--- config.mk ---
export PLATFORM = sky130hd
export DESIGN_NAME = muldiv_unit
export DESIGN_NICKNAME = d
export VERILOG_FILES = /design/src/rtl/muldiv_unit.sv
export SDC_FILE = /design/constraint.sdc
export NUM_CORES = 1
export LEC_CHECK = 0
export BUFFER_PORTS_ARGS = -buffer_cell sky130_fd_sc_hd__buf_4
export CAP_MARGIN = 20
export CORE_MARGIN = 2
export CORE_UTILIZATION = 55
export DETAILED_ROUTE_END_ITERATION = 10
export GPL_ROUTABILITY_DRIVEN = 1
export PLACE_DENSITY = 0.75
export SLEW_MARGIN = 15
export SYNTH_ARGS = -nofsm -noshare
export SYNTH_HDL_FRONTEND = slang
export SYNTH_SLANG_ARGS = --single-unit
--- constraint.sdc ---
create_clock -name clk -period 4.9 [get_ports clk]
set_clock_uncertainty 0.1 [all_clocks]
set_input_delay 0.735 -clock clk [delete_from_list [all_inputs] [get_ports clk]]
set_output_delay 0.735 -clock clk [all_outputs]
set_load 0.01 [all_outputs]
--- src/rtl/muldiv_unit.sv ---
// Iterative multiply/divide unit with architectural HI/LO registers.
// One bit per cycle: shift-add multiply, restoring divide. Signed ops run on
// magnitudes and get their signs fixed up in a final cycle.
module muldiv_unit #(
  parameter int unsigned WIDTH = 32
) (
  input  logic             clk,
  input  logic             reset,
  input  logic             start,
  input  logic [1:0]       op,
  input  logic [WIDTH-1:0] srca,
  input  logic [WIDTH-1:0] srcb,
  input  logic             hi_we,
  input  logic             lo_we,
  input  logic [WIDTH-1:0] mt_data,
  output logic             busy,
  output logic             done,
  output logic [WIDTH-1:0] hi,
  output logic [WIDTH-1:0] lo
);

  localparam int unsigned CntW = $clog2(WIDTH + 1);

  typedef enum logic [1:0] {StIdle, StRun, StFix} state_e;

  state_e               state_q, state_d;
  logic [CntW-1:0]      cnt_q, cnt_d;
  logic                 is_div_q, is_div_d;
  logic                 neg_q, neg_d;     // product / quotient negated
  logic                 rneg_q, rneg_d;   // remainder negated (dividend sign)
  logic [WIDTH-1:0]     opnd_q, opnd_d;   // multiplicand or divisor magnitude
  logic [2*WIDTH-1:0]   acc_q, acc_d;     // {high/remainder, low/quotient}
  logic [WIDTH-1:0]     srca_q, srca_d;   // raw dividend for divide-by-zero
  logic                 busy_q, busy_d;
  logic                 done_q, done_d;
  logic [WIDTH-1:0]     hi_q, hi_d;
  logic [WIDTH-1:0]     lo_q, lo_d;

  logic                 is_signed, a_neg, b_neg;
  logic [WIDTH-1:0]     mag_a, mag_b;
  logic [WIDTH:0]       add_sum, rem_shift, trial;
  logic [2*WIDTH-1:0]   prod_fix;
  logic [WIDTH-1:0]     quo_fix, rem_fix;

  // Operand magnitudes, per-iteration arithmetic and sign-corrected results
  always_comb begin
    is_signed = ~op[0];
    a_neg     = is_signed & srca[WIDTH-1];
    b_neg     = is_signed & srcb[WIDTH-1];
    mag_a     = a_neg ? -srca : srca;
    mag_b     = b_neg ? -srcb : srcb;
    add_sum   = {1'b0, acc_q[2*WIDTH-1:WIDTH]} + {1'b0, (acc_q[0] ? opnd_q : {WIDTH{1'b0}})};
    // Partial remainder shifted left with the next dividend bit brought in
    rem_shift = acc_q[2*WIDTH-1:WIDTH-1];
    trial     = rem_shift - {1'b0, opnd_q};
    prod_fix  = neg_q ? -acc_q : acc_q;
    quo_fix   = neg_q ? -acc_q[WIDTH-1:0] : acc_q[WIDTH-1:0];
    rem_fix   = rneg_q ? -acc_q[2*WIDTH-1:WIDTH] : acc_q[2*WIDTH-1:WIDTH];
  end

  // Next-state logic: FSM, iteration datapath and HI/LO writes
  always_comb begin
    state_d  = state_q;
    cnt_d    = cnt_q;
    is_div_d = is_div_q;
    neg_d    = neg_q;
    rneg_d   = rneg_q;
    opnd_d   = opnd_q;
    acc_d    = acc_q;
    srca_d   = srca_q;
    busy_d   = busy_q;
    done_d   = 1'b0;
    hi_d     = hi_q;
    lo_d     = lo_q;
    unique case (state_q)
      StIdle: begin
        if (hi_we) hi_d = mt_data;
        if (lo_we) lo_d = mt_data;
        if (start) begin
          state_d  = StRun;
          cnt_d    = CntW'(WIDTH);
          busy_d   = 1'b1;
          is_div_d = op[1];
          neg_d    = a_neg ^ b_neg;
          rneg_d   = a_neg;
          srca_d   = srca;
          if (op[1]) begin
            opnd_d = mag_b;
            acc_d  = {{WIDTH{1'b0}}, mag_a};
          end else begin
            opnd_d = mag_a;
            acc_d  = {{WIDTH{1'b0}}, mag_b};
          end
        end
      end
      StRun: begin
        cnt_d = cnt_q - CntW'(1);
        if (is_div_q) begin
          if (!trial[WIDTH]) begin
            acc_d = {trial[WIDTH-1:0], acc_q[WIDTH-2:0], 1'b1};
          end else begin
            acc_d = {rem_shift[WIDTH-1:0], acc_q[WIDTH-2:0], 1'b0};
          end
        end else begin
          acc_d = {add_sum, acc_q[WIDTH-1:1]};
        end
        if (cnt_q == CntW'(1)) state_d = StFix;
      end
      StFix: begin
        state_d = StIdle;
        busy_d  = 1'b0;
        done_d  = 1'b1;
        if (is_div_q) begin
          if (opnd_q == {WIDTH{1'b0}}) begin
            hi_d = srca_q;
            lo_d = {WIDTH{1'b1}};
          end else begin
            hi_d = rem_fix;
            lo_d = quo_fix;
          end
        end else begin
          hi_d = prod_fix[2*WIDTH-1:WIDTH];
          lo_d = prod_fix[WIDTH-1:0];
        end
      end
      default: state_d = StIdle;
    endcase
  end

  // State registers with synchronous reset
  always_ff @(posedge clk) begin
    if (reset) begin
      state_q  <= StIdle;
      cnt_q    <= '0;
      is_div_q <= 1'b0;
      neg_q    <= 1'b0;
      rneg_q   <= 1'b0;
      opnd_q   <= '0;
      acc_q    <= '0;
      srca_q   <= '0;
      busy_q   <= 1'b0;
      done_q   <= 1'b0;
      hi_q     <= '0;
      lo_q     <= '0;
    end else begin
      state_q  <= state_d;
      cnt_q    <= cnt_d;
      is_div_q <= is_div_d;
      neg_q    <= neg_d;
      rneg_q   <= rneg_d;
      opnd_q   <= opnd_d;
      acc_q    <= acc_d;
      srca_q   <= srca_d;
      busy_q   <= busy_d;
      done_q   <= done_d;
      hi_q     <= hi_d;
      lo_q     <= lo_d;
    end
  end

  assign busy = busy_q;
  assign done = done_q;
  assign hi   = hi_q;
  assign lo   = lo_q;

endmodule
Word-level counts from Yosys, hierarchy flattened
Index checks and enable logic that the tools add are counted.

word-level totals
  register bits = 205
  input port bits = 103
  output and inout port bits = 66
  word-level logic and storage cells = 69

operators by class
  $add $sub $neg = 8
  equal/unequal tests = 7
  mux-type cells = 28
  bitwise operators = 4
  reductions and logical operators = 10

operators by type and width
  kind                                                  count
  2-to-1 mux 32 bit                                     13
  2-to-1 mux 64 bit                                     4
  negation 32 bit                                       4
  one-hot mux 32 bit (2 select lines)                   2
  one-hot mux 64 bit (2 select lines)                   1
  negation 64 bit                                       1
  adder 32 x 32 -> 33 bit                               1
  subtractor 33 x 32 -> 33 bit                          1
  logical NOT 32 bit                                    1
  one-hot mux 6 bit (2 select lines)                    1
  AND reduction 2 bit                                   6
  != test 2 bit (second input constant)                 4
  equality test 6 x 1 -> 1 bit (second input constant)  1
  2-to-1 mux 6 bit                                      1
  subtractor 6 x 1 -> 6 bit (second input constant)     1
  2-to-1 mux 2 bit                                      2
  one-hot mux 2 bit (2 select lines)                    1
  nonzero test 2 bit                                    2
  AND 1 bit                                             2
  equality test 2 x 1 -> 1 bit (second input constant)  1
  equality test 2 bit (second input constant)           1
  logical NOT 2 bit                                     1
  2-to-1 mux 1 bit                                      2
  one-hot mux 1 bit (2 select lines)                    1
  other kinds (2)                                       2

Logic depth before layout (Yosys ltp)
  depth after elaboration = 6
  depth in mapped cells = 14
  gate-level depth less buffers = 13

Least setup slack after synthesis
No wires, ideal clock.

  path kind = register to register
  from = reg acc_q[31]
  to = reg acc_q[61]
  library setup time = 122 ps
  data arrival time = 3020 ps
  data required time = 4678 ps
  path slack = 1658 ps
  cell stages (with the launch flop) = 14
  path buffers = 1
  clock period less this slack = 3242 ps
  cell sequence = dfxtp_1 > inv_1 > ha_1 > fa_1 > nand2b_1 > a21oi_1 > o311a_1 > a211oi_2 > o211ai_1 > a21o_1 > and2_1 > buf_2 > mux2_1 > a221o_1

on the way
  longest elaborated chain between the ends = 4

RTL lines
  element                              RTL line  text
  start: declaration                   32        logic [2*WIDTH-1:0] acc_q, acc_d;
  start signal: assignment             139       acc_q <= '0;
  start signal: assignment             152       acc_q <= acc_d;
  subtractor 33 x 32 -> 33 bit         55        trial = rem_shift - {1'b0, opnd_q};
  2-to-1 mux 64 bit                    99        if (!trial[WIDTH]) begin
  2-to-1 mux 64 bit                    98        if (is_div_q) begin
  one-hot mux 64 bit (2 select lines)  75        unique case (state_q)

No other way between the ends.
A chain may end at the register's enable or synchronous reset.

Final worst setup path
Ends and elaborated chain as after synthesis.

==> metrics.md <==
| Metric | Value |
|---|---|
| Status | `finished clean` |
| DR pass1 iterations | `6` |
| Worst hold slack | `0.343 ns` |
| Die area | `31800 µm²` |
| Layout cell share with drive strength beyond 1 | `0.122` |
| Cell Area, Placed | `between 15000 and 20000 µm²` |
| Post-route cell area | `19000 µm²` |
| Final-report hold violation count | `0` |
| Fin crit period | `4.13 ns` |
| Initial antenna violation count | `1` |
| Core area | `approximately 30000 µm²` |
| CTS H-tree depth | `1` |
| Crit Path Category | `flop to flop` |
| Mapped Nets | `2474` |
| RSZ-0062 raised after global routing | `false` |
| Detailed Place HPWL | `roughly 50000 µm` |
| Sequential fraction of the synthesis area | `0.245` |
| Cell area after synthesis | `16700 µm²` |
| Top_reg_cell synth | `dfxtp_1` |
| Hold Path Cell Cnt | `2` |
| CTS Sinks | `205` |
| Leak Pwr | `7.50 nW` |
| Vias in the first global route | `16600` |
| Post-synth ARST share | `0` |
| Area Overhead vs Synth | `13.7%` |
| Slew Viols, Final | `0` |
| Synth top area cells | `dfxtp_1 (25%), a21oi_1 (6.9%), nand2_1 (5.9%), nor2_1 (5.9%), ha_1 (5.2%)` |
| Worst EP required | `5.21 ns` |
| # setup viols final | `0` |
| Kind of end point of the critical path | `flop` |
| Maximum buffer depth of the clock tree | `3` |
| DRC viols | `0` |
| Max cap viols | `0` |
| Slew @ Worst Pin | `around 0.97 ns` |
| Initial core utilization | `0.561` |
| Slew headroom | `0.351` |
| Clock root buffer | `clkbuf_16` |
| Fin Setup TNS | `0 ns` |
| Initial drt markers | `about 2300` |
| Largest net degree at the start of global routing | `a little under 80` |
| GRT Total Usage | `0.396` |
| Die Y | `178 µm` |
| CTS tree | `yes` |
| Post-CTS Hold Buffers | `0` |
| Post-CTS setup buffer count | `0` |
| CTS buffer count | `24` |
| Peak supply drop | `0.000247 V` |
| Synthesized netlist cell count | `2299` |
| R2r setup slk | `0.77 ns` |
| WL final | `roughly 65000 µm` |
| Vias per inst | `between 6 and 7` |
| Post-synth top area share | `0.245` |
| Clock Latency Late Sink | `0.55 ns` |
| Boundary Pins | `169` |
| Crit path DAT | `4.44 ns` |
| GPL Wtd Cong | `1.09` |
| FP Rows | `63` |
| Cell taking the most area after synthesis | `dfxtp_1` |
| Diodes inserted | `0` |
| Hold Crit Class | `flop to flop` |
| Worst reg2reg path depth | `12` |
| Ys Warns | `0` |
| Post-synth EDFFs | `0` |
| #FFs+latches synth | `between 200 and 250` |
| Congestion Overflow GR | `0` |
| Worst-path fanout max | `23` |
| Routed WL per cell | `23.4 µm` |
| Startpoint types | `flop` |
| Post-route ant nets | `0` |
| Post-synthesis cell type count | `82` |
| Vias | `between 15000 and 20000` |
| Clock-pin slew of the registers on the worst-case setup and hold paths | `0.07 ns` |
| Tcrit/Tclk final | `0.842` |
| First-pass GRT wire length | `97400 µm` |
| Post_cts resized | `0` |
| Avg Inst Size Synth | `7.27 µm²` |
| Cell Pwr Density | `approximately 300 nW/µm²` |
| Top post-synthesis cells by count | `nand2_1 (261), nor2_1 (261), a21oi_1 (231), dfxtp_1 (205), clkbuf_1 (162)` |
| Max Fclk | `242 MHz` |
| Die width | `178 µm` |
| PortBufs | `168` |
| Nets@finish | `2526` |
==> cell usage in the layout, fill, tap and decap left out, types with 35 or more instances in the layout <==
cell type,instances
o21ai_0,141
mux2i_1,65
inv_1,68
nand2_1,261
a31oi_1,39
ha_1,70
a211oi_1,46
xor2_1,87
nor2_1,261
xnor2_1,99
a21oi_1,231
buf_4,206
dfxtp_1,203
o31ai_1,35
==> state kept, by name, indices dropped and copies added, names as in the netlist <==
name / count
acc_q: 64
busy: 1
cnt_q: 6
done: 1
hi: 32
is_div_q: 1
lo: 32
neg_q: 1
opnd_q: 32
rneg_q: 1
srca_q: 32
state_q: 2
==> kinds of logic (layout without fill, tap and decap cells) <==
family | Yosys count | after routing | synth area share
DFF | 205 | 205 | 0.245
buffers and inverters | 251 | 319 | 0.0578
xor gates and xnor gates | 186 | 186 | 0.0974
adders and majority gates | 72 | 72 | 0.0548
AOI/OAI and AO/OA | 764 | 764 | 0.299
muxes | 67 | 67 | 0.0403
and+or+nand+nor | 754 | 754 | 0.206
==> metrics by stage <==
stage / setup WS, ns / utilization / cells / power [mW]
after global routing: 0.540 / 0.638 / 2757 / 5.81
after global placement: 0.958 / 0.607 / 2714 / 3.52
final: 0.774 / 0.638 / 2757 / 5.61
after CTS: 0.816 / 0.637 / 2756 / 5.55
after detailed placement: 0.887 / 0.607 / 2714 / 3.54
after floorplan: 1.66 / - / 2299 / 2.98
==> per-layer routing <==
metal / vias up / global-route usage / wire length, µm
li1: 8429 / - / -
met1: 8726 / 0.546 / 26800
met2: 1205 / 0.597 / 27000
met3: 216 / 0.0733 / 7080
met4: 0 / 0.181 / 3670
met5: - / 0 / 0
==> where the power goes <==
| group | internal, mW | leakage (nW) | switching (mW) |
|---|---|---|---|
| Combinational | 0.608 | 5.39 | 0.997 |
| Clock | 1.26 | 0.430 | 0.780 |
| Sequential | 1.79 | 1.68 | 0.180 |
| Total | 3.65 | 7.50 | 1.96 |
==> area by class of cell <==
class	instances	area (µm²)
clock buffer	28	646
clock inverter	14	240
fill	2703	10800
inverter	70	263
multi-input combinational	1843	11700
sequential	205	4110
tap	390	488
timing repair buffer	207	1570
==> worst paths after layout <==
check | start | to
worst max-delay path | acc_q[31]$_SDFFE_PP0P_ | acc_q[61]$_SDFFE_PP0P_
worst min-delay path | hi[0]$_SDFFE_PP0P_ | hi[0]$_SDFFE_PP0P_
worst max register to register | acc_q[31]$_SDFFE_PP0P_ | acc_q[61]$_SDFFE_PP0P_
worst min register to register | hi[0]$_SDFFE_PP0P_ | hi[0]$_SDFFE_PP0P_
==> critical path, stage by stage (launching register included) <==
cell and delay (ns):
dfxtp_1 0.42, inv_1 0.12, ha_1 0.23, fa_1 0.41
nand2b_1 0.18, a21oi_1 0.21, o311a_1 0.31, a211oi_2 0.15
o211ai_1 0.34, a21o_1 0.18, and2_2 0.62, mux2_1 0.39
a221o_1 0.31
(Power assumes the default switching activity.)
